<file path="config.mk">
export PLATFORM = sky130hd
export DESIGN_NAME = alkmuxenc
export DESIGN_NICKNAME = d
export VERILOG_FILES = /design/src/rtl/alkmuxenc_pkg.sv /design/src/rtl/alkmuxenc_lut.sv /design/src/rtl/alkmuxenc.sv
export SDC_FILE = /design/constraint.sdc
export NUM_CORES = 1
export LEC_CHECK = 0
export ABC_CLOCK_PERIOD_IN_PS = 2400
export BUFFER_PORTS_ARGS = -buffer_cell sky130_fd_sc_hd__buf_2
export CAP_MARGIN = 20
export CELL_PAD_IN_SITES_DETAIL_PLACEMENT = 1
export CELL_PAD_IN_SITES_GLOBAL_PLACEMENT = 2
export CORE_MARGIN = 2
export CORE_UTILIZATION = 33
export CTS_CLUSTER_DIAMETER = 100
export DETAILED_ROUTE_END_ITERATION = 7
export GPL_ROUTABILITY_DRIVEN = 0
export PLACE_DENSITY_LB_ADDON = 0.15
export SETUP_SLACK_MARGIN = 0.3
export SLEW_MARGIN = 15
export SYNTH_ARGS = -nofsm -noshare
export SYNTH_HDL_FRONTEND = slang
export SYNTH_SLANG_ARGS = --single-unit
</file>
<file path="constraint.sdc">
create_clock -name clk_h -period 2.4 [get_ports clk_h]
set_input_delay 0.48 -clock clk_h [delete_from_list [all_inputs] [get_ports clk_h]]
set_output_delay 0.48 -clock clk_h [all_outputs]
set_load 0.01 [all_outputs]
</file>
<file path="src/rtl/alkmuxenc_pkg.sv">
// Shared constants, state encoding and helpers for the ALK MUX-field encoder.
// Carry-force checker enabled by defining ALKMUXENC_CHECK_EN.
package alkmuxenc_pkg;

  localparam logic [2:0] SRC_PASS  = 3'd0;
  localparam logic [2:0] SRC_SHIFT = 3'd1;
  localparam logic [2:0] SRC_BSWAP = 3'd2;
  localparam logic [2:0] SRC_SEXT  = 3'd3;
  localparam logic [2:0] SRC_ZXB   = 3'd4;
  localparam logic [2:0] SRC_ZXW   = 3'd5;
  localparam logic [2:0] SRC_LIT   = 3'd6;
  localparam logic [2:0] SRC_ILL   = 3'd7;

  localparam logic [1:0] LSZ_BYTE = 2'b00;
  localparam logic [1:0] LSZ_WORD = 2'b01;
  localparam logic [1:0] LSZ_LONG = 2'b10;
  localparam logic [1:0] LSZ_ILL  = 2'b11;

  localparam logic [3:0] MUX_PASS  = 4'b0000;
  localparam logic [3:0] MUX_SHIFT = 4'b0001;
  localparam logic [3:0] MUX_BSWAP = 4'b0010;
  localparam logic [3:0] MUX_SEXT  = 4'b0011;
  localparam logic [3:0] MUX_ZXB   = 4'b0100;
  localparam logic [3:0] MUX_ZXW   = 4'b1100;
  localparam logic [3:0] MUX_LIT   = 4'b0111;
  localparam logic [3:0] MUX_RSVD  = 4'b1101;
  localparam logic [3:0] MUX_LITL  = 4'b1111;

  typedef enum logic [1:0] {
    StIdle  = 2'd0,
    StFetch = 2'd1,
    StIssue = 2'd2
  } state_e;

  function automatic int unsigned lsz_bytes(input logic [1:0] lsz);
    case (lsz)
      LSZ_BYTE: return 1;
      LSZ_WORD: return 2;
      default:  return 4;
    endcase
  endfunction

  // Fields whose ALK path forces carry-out low.
  function automatic logic force_cout0(input logic [3:0] mux, input logic long_l);
    return (mux == MUX_ZXB) || (mux == MUX_ZXW) || (mux == MUX_LIT) ||
           (mux == MUX_RSVD) || (mux == MUX_LITL) || !long_l;
  endfunction

endpackage

</file>
<file path="src/rtl/alkmuxenc_lut.sv">
// Combinational source-class/literal-size to MUX field encoder with illegal-code detect.
module alkmuxenc_lut
  import alkmuxenc_pkg::*;
(
  input  logic [2:0] i_src,
  input  logic [1:0] i_size,
  output logic [3:0] o_mux,
  output logic       o_lit,
  output logic       o_err
);

  always_comb begin
    o_mux = MUX_PASS;
    o_lit = 1'b0;
    o_err = 1'b0;
    unique case (i_src)
      SRC_PASS:  o_mux = MUX_PASS;
      SRC_SHIFT: o_mux = MUX_SHIFT;
      SRC_BSWAP: o_mux = MUX_BSWAP;
      SRC_SEXT:  o_mux = MUX_SEXT;
      SRC_ZXB:   o_mux = MUX_ZXB;
      SRC_ZXW:   o_mux = MUX_ZXW;
      SRC_LIT: begin
        if (i_size == LSZ_ILL) begin
          o_err = 1'b1;
        end else begin
          o_lit = 1'b1;
          o_mux = (i_size == LSZ_LONG) ? MUX_LITL : MUX_LIT;
        end
      end
      SRC_ILL:   o_err = 1'b1;
    endcase
  end

endmodule

</file>
<file path="src/rtl/alkmuxenc.sv">
// ALK MUX-field encoder: accepts source-class micro-ops, fetches literal bytes from the IB,
// issues mux_h/long_lit_l/lit_data_h. Optional carry-force predictor: ALKMUXENC_CHECK_EN.
module alkmuxenc
  import alkmuxenc_pkg::*;
#(
  parameter int unsigned LIT_W = 32,
  parameter int unsigned MAXB  = 4
) (
  input  logic             clk_h,
  input  logic             reset_l,
  input  logic             uop_valid_h,
  input  logic [2:0]       uop_src_h,
  input  logic [1:0]       lit_size_h,
  input  logic             flush_h,
  input  logic             ib_valid_h,
  input  logic [7:0]       ib_byte_h,
  output logic             ib_take_h,
  output logic             busy_h,
  output logic             issue_h,
  output logic [3:0]       mux_h,
  output logic             long_lit_l,
  output logic [LIT_W-1:0] lit_data_h,
  output logic             err_h,
  output logic             force_cout0_l
);

  localparam int unsigned CntW = $clog2(MAXB + 1);

  state_e           r_state, w_state_d;
  logic [CntW-1:0]  r_cnt, w_cnt_d;
  logic [1:0]       r_size, w_size_d;
  logic [3:0]       r_mux, w_mux_d;
  logic [LIT_W-1:0] r_lit, w_lit_d;
  logic             r_issue, w_issue_d;
  logic             r_long, w_long_d;
  logic             r_err, w_err_d;
  logic             r_busy;

  logic [2:0] w_lut_src;
  logic [1:0] w_lut_size;
  logic [3:0] w_lut_mux;
  logic       w_lut_lit;
  logic       w_lut_err;

  // While fetching, the encoder is re-pointed at the latched literal size.
  assign w_lut_src  = (r_state == StFetch) ? SRC_LIT : uop_src_h;
  assign w_lut_size = (r_state == StFetch) ? r_size  : lit_size_h;

  alkmuxenc_lut u_lut (
    .i_src  (w_lut_src),
    .i_size (w_lut_size),
    .o_mux  (w_lut_mux),
    .o_lit  (w_lut_lit),
    .o_err  (w_lut_err)
  );

  always_comb begin
    w_state_d = r_state;
    w_cnt_d   = r_cnt;
    w_size_d  = r_size;
    w_mux_d   = r_mux;
    w_lit_d   = r_lit;
    w_issue_d = 1'b0;
    w_long_d  = 1'b1;
    w_err_d   = 1'b0;
    ib_take_h = 1'b0;
    if (flush_h) begin
      w_state_d = StIdle;
      w_cnt_d   = '0;
    end else begin
      unique case (r_state)
        StIdle: begin
          if (uop_valid_h) begin
            if (w_lut_err) begin
              w_err_d = 1'b1;
            end else if (w_lut_lit) begin
              w_state_d = StFetch;
              w_size_d  = lit_size_h;
              w_cnt_d   = '0;
              w_lit_d   = '0;
            end else begin
              w_state_d = StIssue;
              w_mux_d   = w_lut_mux;
              w_issue_d = 1'b1;
            end
          end
        end
        StFetch: begin
          ib_take_h = ib_valid_h;
          if (ib_valid_h) begin
            for (int b = 0; b < int'(LIT_W / 8); b++) begin
              if (r_cnt == CntW'(b)) w_lit_d[8*b +: 8] = ib_byte_h;
            end
            w_cnt_d = r_cnt + CntW'(1);
            if (w_cnt_d == CntW'(lsz_bytes(r_size))) begin
              w_state_d = StIssue;
              w_cnt_d   = '0;
              w_mux_d   = w_lut_mux;
              w_long_d  = (r_size != LSZ_LONG);
              w_issue_d = 1'b1;
            end
          end
        end
        StIssue: w_state_d = StIdle;
        default: w_state_d = StIdle;
      endcase
    end
  end

  always_ff @(posedge clk_h or negedge reset_l) begin
    if (!reset_l) begin
      r_state <= StIdle;
      r_cnt   <= '0;
      r_size  <= LSZ_BYTE;
      r_mux   <= MUX_PASS;
      r_lit   <= '0;
      r_issue <= 1'b0;
      r_long  <= 1'b1;
      r_err   <= 1'b0;
      r_busy  <= 1'b0;
    end else begin
      r_state <= w_state_d;
      r_cnt   <= w_cnt_d;
      r_size  <= w_size_d;
      r_mux   <= w_mux_d;
      r_lit   <= w_lit_d;
      r_issue <= w_issue_d;
      r_long  <= w_long_d;
      r_err   <= w_err_d;
      r_busy  <= (w_state_d != StIdle);
    end
  end

  assign busy_h     = r_busy;
  assign issue_h    = r_issue;
  assign mux_h      = r_mux;
  assign long_lit_l = r_long;
  assign lit_data_h = r_lit;
  assign err_h      = r_err;

`ifdef ALKMUXENC_CHECK_EN
  logic r_force;

  always_ff @(posedge clk_h or negedge reset_l) begin
    if (!reset_l) begin
      r_force <= 1'b1;
    end else begin
      r_force <= ~(w_issue_d & force_cout0(w_mux_d, w_long_d));
    end
  end

  assign force_cout0_l = r_force;
`else
  assign force_cout0_l = 1'b1;
`endif

endmodule

</file>
### Word-level counts from Yosys, hierarchy flattened

Index checks and enable logic that the tools add are counted.
W data, S select, Z words.

* logic and storage cells: 117
* bits of input ports: 18
* bits in registers: 47
* output and inout port bits: 42

* add/sub/neg operators: 1
* bitwise gates (word level): 2
* reductions and logical operators: 13
* multiplexer cells: 59
* eq/ne operators: 30

Operators by type and width (number)
* $mux W32: 4
* $pmux W32 S2: 1
* $reduce_and A7 Y1: 5
* $mux W8: 4
* $mux W3: 10
* $mux W4: 7
* $pmux W4 S6: 1
* $mux W1: 19
* $mux W2: 7
* $eq A3 B2 Y1 const B: 4
* $eq A3 B3 Y1 const B: 4
* $ne A2 B1 Y1 const B: 6
* $pmux W3 S2: 2
* $ne A2 B2 Y1 const B: 5
* $reduce_and A5 Y1: 2
* $ne A3 B3 Y1 const B: 3
* $pmux W4 S2: 1
* $eq A3 B1 Y1 const B: 2
* $eq A2 B1 Y1 const B: 2
* $eq A2 B2 Y1 const B: 2
* $logic_not A2 Y1: 2
* $pmux W1 S2: 2
* $pmux W2 S2: 1
* $reduce_bool A2 Y1: 2
* other kinds (6): 7

### Depth between registers and ports, before layout

Gate-level depths: netlist (run 1).

* depth in word-level cells: 11
* gate-level depth with buffers: 6
* gate-level depth less buffers: 6

### Cells and area by module

A second synthesis (run 1) with hierarchy kept.

* cells, all modules: 175
* area total of the unflattened synthesis: 2285.9 um^2

Modules (own cells, without submodules)
* alkmuxenc: cells an instance 164, area each 2209.6 um^2, times used 1, sequential area each 1177.4 um^2
* alkmuxenc_lut: cells an instance 11, area each 76.3 um^2, times used 1, sequential area each 0.0 um^2

### Worst setup path after synthesis (run 1)

OpenSTA, ideal clock, no wires.

* path kind: flip-flop to flip-flop
* from: register r_cnt[0]
* to: register r_mux[0], in the netlist mux_h[0]
* slack: 0.362 ns
* arrival: 1.913 ns
* clock period less this slack: 2.038 ns
* path buffers: 0
* stages on the path, launching flop included: 7
* data required time: 2.275 ns
* setup time: 0.125 ns
* path through: dfrtp_1 -> ha_1 -> ha_1 -> and4bb_2 -> a31oi_1 -> o22ai_2 -> mux2_2

* longest elaborated chain between the ends: 4

Ends and longest elaborated chain
* start: declaration: line alkmuxenc.sv:30 `logic [CntW-1:0] r_cnt, w_cnt_d;`
* start signal: assignment: line alkmuxenc.sv:123 `r_cnt <= w_cnt_d;`
* $add A3 B1 Y3: line alkmuxenc.sv:94 `w_cnt_d = r_cnt + CntW'(1);`
* $eq A3 B3 Y1: line alkmuxenc.sv:95 `if (w_cnt_d == CntW'(lsz_bytes(r_size))) begin`
* $ne A2 B1 Y1 (no source line)
* $reduce_and A7 Y1 (no source line)
* end signal: assignment: line alkmuxenc.sv:125 `r_mux <= w_mux_d;`
* end: declaration: line alkmuxenc.sv:32 `logic [3:0] r_mux, w_mux_d;`

Every way passes these cells.
A chain may end at the register's enable or synchronous reset.

### Worst setup path after layout (run 1)

Ends and elaborated chain as after synthesis.

==> implementation parameters, run 1 <==
Parameter                              Value

Outcome
  Status ... complete, no violations

Clocking
  Total of hold buffers inserted after clock tree synthesis ... 0
  Worst-case clock buffer depth ... 2
  Number of buffers created by CTS ... 5
  Cell chosen for the clock root ... sky130_fd_sc_hd__clkbuf_8
  Clock insertion delay at the later pin of the skew report ... 0.30 ns
  Clock transition time at the flip-flop clock pins of the worst setup and hold paths ... 0.09 ns
  Clock tree from TritonCTS ... built
  Number of clock sinks ... 47
  Deepest level of the CTS H-tree ... 2

GRT
  Number of antenna violations at the first check in global routing ... 0
  Pin count of the biggest net entering global routing ... 26
  Wire length of the first global-routing pass ... 9.67 mm
  Number of global-route vias before repair ... 1802
  Grt ovf ... 0
  GR Util All Layers ... 17.1%

Timing
  Final setup viols ... 0
  Setup Total Neg Slack ... 0 ns
  Unrepaired setup endpoints after global routing ... true
  Worst-case headroom to the max-slew limit ... 61.7%
  Crit path time final ... 2.02 ns
  Final worst path period share ... 84.0%
  Highest Clock Rate ... 496 MHz
  Number of pins exceeding their max-slew limit in the final report ... 0
  Worst setup skew after layout ... 0.00612 ns
  Hold Violations, Final ... 0
  Worst slew pin tran ... 0.572 ns

Floorplanning
  Std-Cell Core Area ... 6350 um^2
  Die Y-Extent ... 84.8 um
  Die area ... 7190 um^2
  Initial Util ... 33.9%
  Total number of placement rows ... 29
  Width of the die ... 84.8 um
  Boundary Pins ... 60

Synth
  Most frequent cells after synthesis ... sky130_fd_sc_hd__dfrtp_1, sky130_fd_sc_hd__o2bb2ai_1, sky130_fd_sc_hd__inv_1, sky130_fd_sc_hd__nand3_1, sky130_fd_sc_hd__a22o_1
  Post-synth net total ... 199
  Number of unique standard cell types used by synthesis ... 47
  Fraction of post-synthesis cell area in the top cell type by area ... 53.4%
  Gate count of the mapped netlist ... 176
  Yosys warns ... 0
  Syn_area_per_cell ... 12.2 um^2
  Number of synthesized flops with an enable pin ... 0
  Most frequent cell after synthesis ... sky130_fd_sc_hd__dfrtp_1
  Leading register cell type out of synthesis ... sky130_fd_sc_hd__dfrtp_1
  Seq cells post-synth ... 47
  Share of flip-flops with an asynchronous set or reset ... 100%
  Share of the yosys chip area belonging to registers ... 54.6%
  Dominant cells by area after synthesis ... sky130_fd_sc_hd__dfrtp_1, sky130_fd_sc_hd__o2bb2ai_1, sky130_fd_sc_hd__a22o_1
  Cell area after synthesis ... 2150 um^2
  Cell taking the most area after synthesis ... sky130_fd_sc_hd__dfrtp_1

Setup path
  Startpoint class of the critical path ... flop
  Cell chain of the critical path ... ha_2 -> ha_4 -> and4bb_2 -> a31oi_4 -> o22ai_4 -> mux2_2
  Worst reg2reg endpoint ... mux_h[0]
  Maximum fanout along the worst path ... 6
  Crit-path slowest cell ... sky130_fd_sc_hd__dfrtp_2
  Delay of the slowest critical-path stage ... 0.44 ns
  Reg2Reg Setup Slack ... 0.38 ns
  CP delay by family, top ... flip-flops
  Crit Reg-Reg Startpoint ... r_cnt[0]
  Buffers and inverters on the worst path ... 0
  FF-to-FF path depth ... 6
  Arrival @ worst endpoint ... 2.21 ns
  Kind of end point of the critical path ... flop
  Required time of the critical path ... 2.59 ns
  Worst setup path class ... flop to flop

Placed design
  Post-detailed-placement cell area ... 2570 um^2
  IO buf count ... 58
  Number of placed instances with taps included ... 313
  DP HPWL ... 4.34 mm

Drt
  DR DRC count ... 0
  Wire length per cell after detailed routing ... 18.0 um
  Via-per-instance ratio ... 5.33
  Via count ... 1723
  Final antenna-violating net count ... 0
  Count of routing violations after the opening detailed-route iteration ... 48
  Detailed-route wire length ... 5.81 mm
  Count of TritonRoute iterations in the first routing pass ... 4

Power and ir drop
  Maximum vdd ir drop ... 253 uV
  Power density over the cells ... 610 nW/um^2
  Lkg Pwr ... 1.34 nW
  Overall power after layout ... 0.00168 W

Hold path
  Tightest Hold Check Type ... input pin to async pin

Final layout
  Area Growth Syn to Fin ... 28.0%
  Share of the core filled with cells ... 43.4%
  Ant. Diodes ... 0
  Fraction of layout cells with a size suffix above 1 ... 39.8%
  Number of non-filler instances in the completed layout ... 323
  Post-route standard cell area excluding fillers ... 2760 um^2
  Nets ... 268

Job
  Maximum capacitance violations ... 0
## worst register-to-register path, delay by kind of cell (launching register included)
family          cells  cell delay, ns
simple gates        1            0.35
fa+ha+maj           2            0.43
compound gates      2            0.32
flops               1            0.44
mux                 1            0.37
## power by group
group	leakage (nW)	internal, W	switching (W)
Sequential	0.641	0.000823	0.0000273
Combinational	0.641	0.000100	0.000129
Clock	0.0587	0.000316	0.000285
Total	1.34	0.00124	0.000442
## placed cells by master, fill, tap and decap left out, types with 2 or more instances in the layout
cell type                    n
sky130_fd_sc_hd__a21oi_1     3
sky130_fd_sc_hd__a22o_1      8
sky130_fd_sc_hd__a31oi_1     3
sky130_fd_sc_hd__and2_1      2
sky130_fd_sc_hd__and4_1      3
sky130_fd_sc_hd__buf_2      58
sky130_fd_sc_hd__buf_4       9
sky130_fd_sc_hd__clkbuf_8    5
sky130_fd_sc_hd__dfrtp_1    45
sky130_fd_sc_hd__ha_1        3
sky130_fd_sc_hd__inv_1       9
sky130_fd_sc_hd__mux2_2      4
sky130_fd_sc_hd__mux2i_1     2
sky130_fd_sc_hd__nand2_1     6
sky130_fd_sc_hd__nand2b_1    2
sky130_fd_sc_hd__nand3_1     9
sky130_fd_sc_hd__nand3b_1    3
sky130_fd_sc_hd__nor2_1      7
sky130_fd_sc_hd__nor2b_4     2
sky130_fd_sc_hd__nor4_4      2
sky130_fd_sc_hd__o21ai_2     4
sky130_fd_sc_hd__o21bai_1    2
sky130_fd_sc_hd__o2bb2ai_1  24
## metrics by stage
step	setup WS, ns	hold WS [ns]
floorplan	0.362	0.184
global placement	0.199	0.472
detailed placement	0.136	0.469
CTS	0.306	0.178
global route	0.288	0.193
finish	0.384	0.163
## per-layer routing
layer | GRT usage, % | vias to the layer above | wire, um
li1 | - | 815 | -
met1 | 25.3 | 858 | 2850
met2 | 25.4 | 44 | 2600
met3 | 4.03 | 6 | 308
met4 | 3.90 | 0 | 49
met5 | 0 | - | 0
## registers in the layout, summed over array words and instances, names as in the netlist
signal,cells
busy_h,1
err_h,1
issue_h,1
lit_data_h,32
long_lit_l,1
mux_h,4
r_cnt,3
r_size,2
r_state,2
## worst max-delay path by stage
stage | from | endpoint | slack, ns | cells past startpoint
detailed placement | r_cnt[0] | busy_h | 0.14 | 6
CTS | r_cnt[0] | busy_h | 0.31 | 6
global route | r_cnt[1] | mux_h[0] | 0.29 | 6
finish | r_cnt[0] | mux_h[0] | 0.38 | 6
global placement | r_cnt[0] | mux_h[2] | 0.20 | 6
floorplan | r_cnt[0] | mux_h[0] | 0.36 | 6
## kinds of logic (layout without fill, tap and decap cells)
logic type      count (synthesis)  in the layout  synth area share, %
compound gates                 56             56                 21.6
fa+ha+maj                       5              5                 2.90
buf+inv                        14             84                 2.73
flops                          47             47                 54.6
mux                             7              7                 3.54
other cells                     1              1                0.174
simple gates                   46             46                 14.4
## layout make-up
cell class                 count  area (um^2)
inverter                       9         33.8
sequential                    47         1180
tap                           77         96.3
timing repair buffer          67          358
clock buffer                   5         68.8
clock inverter                 3         47.5
multi-input combinational    115          975
fill                         702         3590
## timing repair
action,in CTS,in global routing
endpoints found under the setup margin,5,5
pin swaps,1,2
endpoints found under the hold margin,0,0
resized for setup,4,7
setup buffers,1,1
(Power assumes the default switching activity.)
==> run 2, diff against run 1 <==
Settings changed: ABC_CLOCK_PERIOD_IN_PS 2400 to 1700, CORE_UTILIZATION 33 to 30.
Clock period 2.4 ns to 1.7 ns, I/O delays scaled along.
==> run 2 against run 1 <==
  * The flow now finishes with violations (negative setup slack)
  * Cell count increased by 15%
  * Combinational power up 79%
  * Sequential share of layout area down 8.2 points
  * Sequential power increased by 41%
  * Global-route usage shrank 0.44 points
  * Non-clock buffer count increased by 31
  * Clock skew down 0.0015 ns
  * Via count grew 8.3%
  * Worst setup slack worse by 0.59 ns
  * Critical path type unchanged
==> implementation parameters, run 2 (synthesis results as in run 1) <==
Parameter                              Value

Clocking
  Number of buffers created by CTS ... 5 (unchanged)
  Clock transition time at the flip-flop clock pins of the worst setup and hold paths ... 0.09 ns (about the same)
  Cell chosen for the clock root ... sky130_fd_sc_hd__clkbuf_8
  Worst-case clock buffer depth ... 2 (unchanged)
  Clock tree from TritonCTS ... built
  Deepest level of the CTS H-tree ... 2 (unchanged)
  Number of clock sinks ... 47 (unchanged)
  Clock insertion delay at the later pin of the skew report ... 0.30 ns (about the same)

Final layout
  Share of the core filled with cells ... 49.7% (+6.3 points)
  Number of flip-flops in the largest register ... 32 (unchanged)
  Top library cells by usage in the layout, fill and taps aside ... sky130_fd_sc_hd__buf_2, sky130_fd_sc_hd__dfrtp_1, sky130_fd_sc_hd__buf_4, sky130_fd_sc_hd__o2bb2ai_2, sky130_fd_sc_hd__buf_6
  Sequential cell area ... 1180 um^2 (+0.11%)
  Ant. Diodes ... 0 (unchanged)
  Nets ... 299 (+12%)
  Most frequent standard cell in the layout excluding fill and tap cells ... sky130_fd_sc_hd__buf_2
  Total of fill cells in the finished design ... 743 (+5.8%)
  Area Growth Syn to Fin ... 58.5%
  Fraction of layout cells with a size suffix above 1 ... 58.5% (+19 points)
  Combined area of the multi-input logic cells ... 1280 um^2 (+31%)

Setup path
  Maximum fanout along the worst path ... 6 (unchanged)
  Required time of the critical path ... 1.89 ns (-0.70 ns)
  Crit Reg-Reg Startpoint ... r_cnt[1]
  Arrival @ worst endpoint ... 2.09 ns (-0.12 ns)
  Worst reg2reg endpoint ... mux_h[2]
  Startpoint class of the critical path ... flop
  Crit-path slowest cell ... sky130_fd_sc_hd__dfrtp_1
  Cell chain of the critical path ... ha_4 -> ha_4 -> and4bb_2 -> a31oi_4 -> o22ai_4 -> mux2_4
  CP dominant cell by count ... sky130_fd_sc_hd__ha_4
  Delay of the slowest critical-path stage ... 0.43 ns (about the same)
  Kind of end point of the critical path ... flop
  Reg2Reg Setup Slack ... -0.20 ns (-0.59 ns)
  FF-to-FF path depth ... 6 (unchanged)
  Worst setup path class ... flop to flop

Drt
  Final antenna-violating net count ... 0 (unchanged)
  Count of TritonRoute iterations in the first routing pass ... 4 (unchanged)
  Via-per-instance ratio ... 5.00 (-6.2%)
  Via count ... 1866 (+8.3%)
  Wire length per cell after detailed routing ... 17.5 um (-2.5%)
  Detailed-route wire length ... 6.54 mm (+13%)
  DR DRC count ... 0 (unchanged)
  Count of routing violations after the opening detailed-route iteration ... 49 (+2.1%)

Power and ir drop
  Lkg Pwr ... 1.60 nW (+19%)
  Maximum vdd ir drop ... 315 uV (+25%)
  Power density over the cells ... 731 nW/um^2 (+20%)

Placed design
  DP HPWL ... 4.55 mm (+4.9%)
  IO buf count ... 58 (unchanged)
  Setup Slack @ Placement ... -0.242 ns (-0.378 ns)

Timing
  Highest Clock Rate ... 526 MHz (+6.0%)
  Final worst-path setup slack ... -0.201 ns (-0.585 ns)
  Hold Violations, Final ... 0 (unchanged)
  Crit path time final ... 1.90 ns (-0.115 ns)
  Worst-case hold slack ... 0.285 ns (+0.121 ns)
  Number of pins exceeding their max-slew limit in the final report ... 0 (unchanged)
  Final worst path period share ... 112% (+28 points)
  Setup Total Neg Slack ... -1.04 ns (-1.04 ns)
  Worst setup skew after layout ... 0.00457 ns (-0.00154 ns)
  Unrepaired setup endpoints after global routing ... true
  Final setup viols ... 8 (+8)

Floorplanning
  Std-Cell Core Area ... 6870 um^2 (+8.2%)
  Initial Util ... 31.4% (-2.6 points)
  Total number of placement rows ... 30 (+3.4%)
  Width of the die ... 88.7 um (+4.7%)
  Die area ... 7880 um^2 (+9.5%)
  Boundary Pins ... 60 (unchanged)
  Die Y-Extent ... 88.7 um (+4.7%)

GRT
  Grt ovf ... 0 (unchanged)
  Number of antenna violations at the first check in global routing ... 0 (unchanged)
  Wire length of the first global-routing pass ... 9.96 mm (+3.0%)
  GR Util All Layers ... 16.6% (-0.44 points)
  Pin count of the biggest net entering global routing ... 35 (+35%)
  Number of global-route vias before repair ... 1869 (+3.7%)

Job
  Maximum capacitance violations ... 0 (unchanged)

Outcome
  Status ... finished with violations
  Failing checks ... negative setup slack

Hold path
  Tightest Hold Check Type ... input pin to flop
  Cell depth of the worst hold path ... 2
  Origin of the worst min-delay path ... ib_byte_h[2]
  WHS Endpoint ... lit_data_h[26]
## run 2: cell count changes in the layout (fill, tap and decap cells not counted), moves of 3 or more
cell                        previous run  this run
sky130_fd_sc_hd__o2bb2ai_4             0         3
sky130_fd_sc_hd__mux2_4                1         5
sky130_fd_sc_hd__o2bb2ai_1            24         4
sky130_fd_sc_hd__o21ai_2               4         0
sky130_fd_sc_hd__buf_6                 0        15
sky130_fd_sc_hd__o21ai_4               0         4
sky130_fd_sc_hd__o2bb2ai_2             0        17
sky130_fd_sc_hd__buf_4                 9        23
sky130_fd_sc_hd__mux2_2                4         0
## run 2: where the power goes
group / internal [W] / switching (W)
sequential: 0.00116 / 0.0000382
clock: 0.000484 / 0.000404
combinational: 0.000194 / 0.000215
total: 0.00184 / 0.000657
## run 2: metal layers
| layer | routed length, um | share of wire (%) | GRT usage [%] | vias up |
|---|---|---|---|---|
| met3 | 223 | 3.4 | 3.26 | 4 |
| li1 | - | - | - | 884 |
| met2 | 3030 | 46 | 24.6 | 42 |
| met4 | 52 | 0.80 | 4.55 | 0 |
| met1 | 3240 | 49 | 24.7 | 936 |
| met5 | 0 | 0 | 0 | - |
## run 2: layout make-up
cell class | count | share of cell area (%)
sequential | 47 | 34.6
multi-input combinational | 115 | 37.5
timing repair buffer | 98 | 19.8
inverter | 9 | 1.06
tap | 96 | 3.52
clock buffer | 6 | 2.42
clock inverter | 2 | 1.14
## run 2: worst max path at each step
stage	start	endpoint	slack, ns	cells after the start
detailed placement	r_cnt[1]	mux_h[2]	-0.24	6
global placement	r_cnt[1]	mux_h[0]	-0.18	6
finish	r_cnt[1]	mux_h[2]	-0.20	6
global route	r_cnt[1]	mux_h[2]	-0.25	6
floorplan	r_cnt[0]	mux_h[0]	-0.15	6
CTS	r_cnt[0]	mux_h[2]	-0.23	6
## run 2: what timing repair did
item,in CTS,in global routing
endpoints found under the setup margin,47,47
hold endpoints to repair,12,0
hold buffers,1,0
pin swaps,8,13
setup buffers,7,8
gates resized for setup,29,35
## run 2: worst max-delay path, delay by kind of cell (launching register included)
kind | cells | cell delay, ns
AO/OA/AOI/OAI | 2 | 0.30
adder cells (fa/ha/maj) | 2 | 0.39
flip-flops | 1 | 0.43
multiplexers | 1 | 0.33
AND/OR/NAND/NOR | 1 | 0.33
## run 2: stage by stage
step | total power (W) | cell area (um^2) | cells
6_report | 0.00250 | 3410 | 373
5_1_grt | 0.00261 | 3410 | 373
2_1_floorplan | 0.00140 | 2240 | 176
4_1_cts | 0.00249 | 3160 | 365
3_5_place_dp | 0.00157 | 2810 | 349
3_3_place_gp | 0.00156 | 2810 | 349
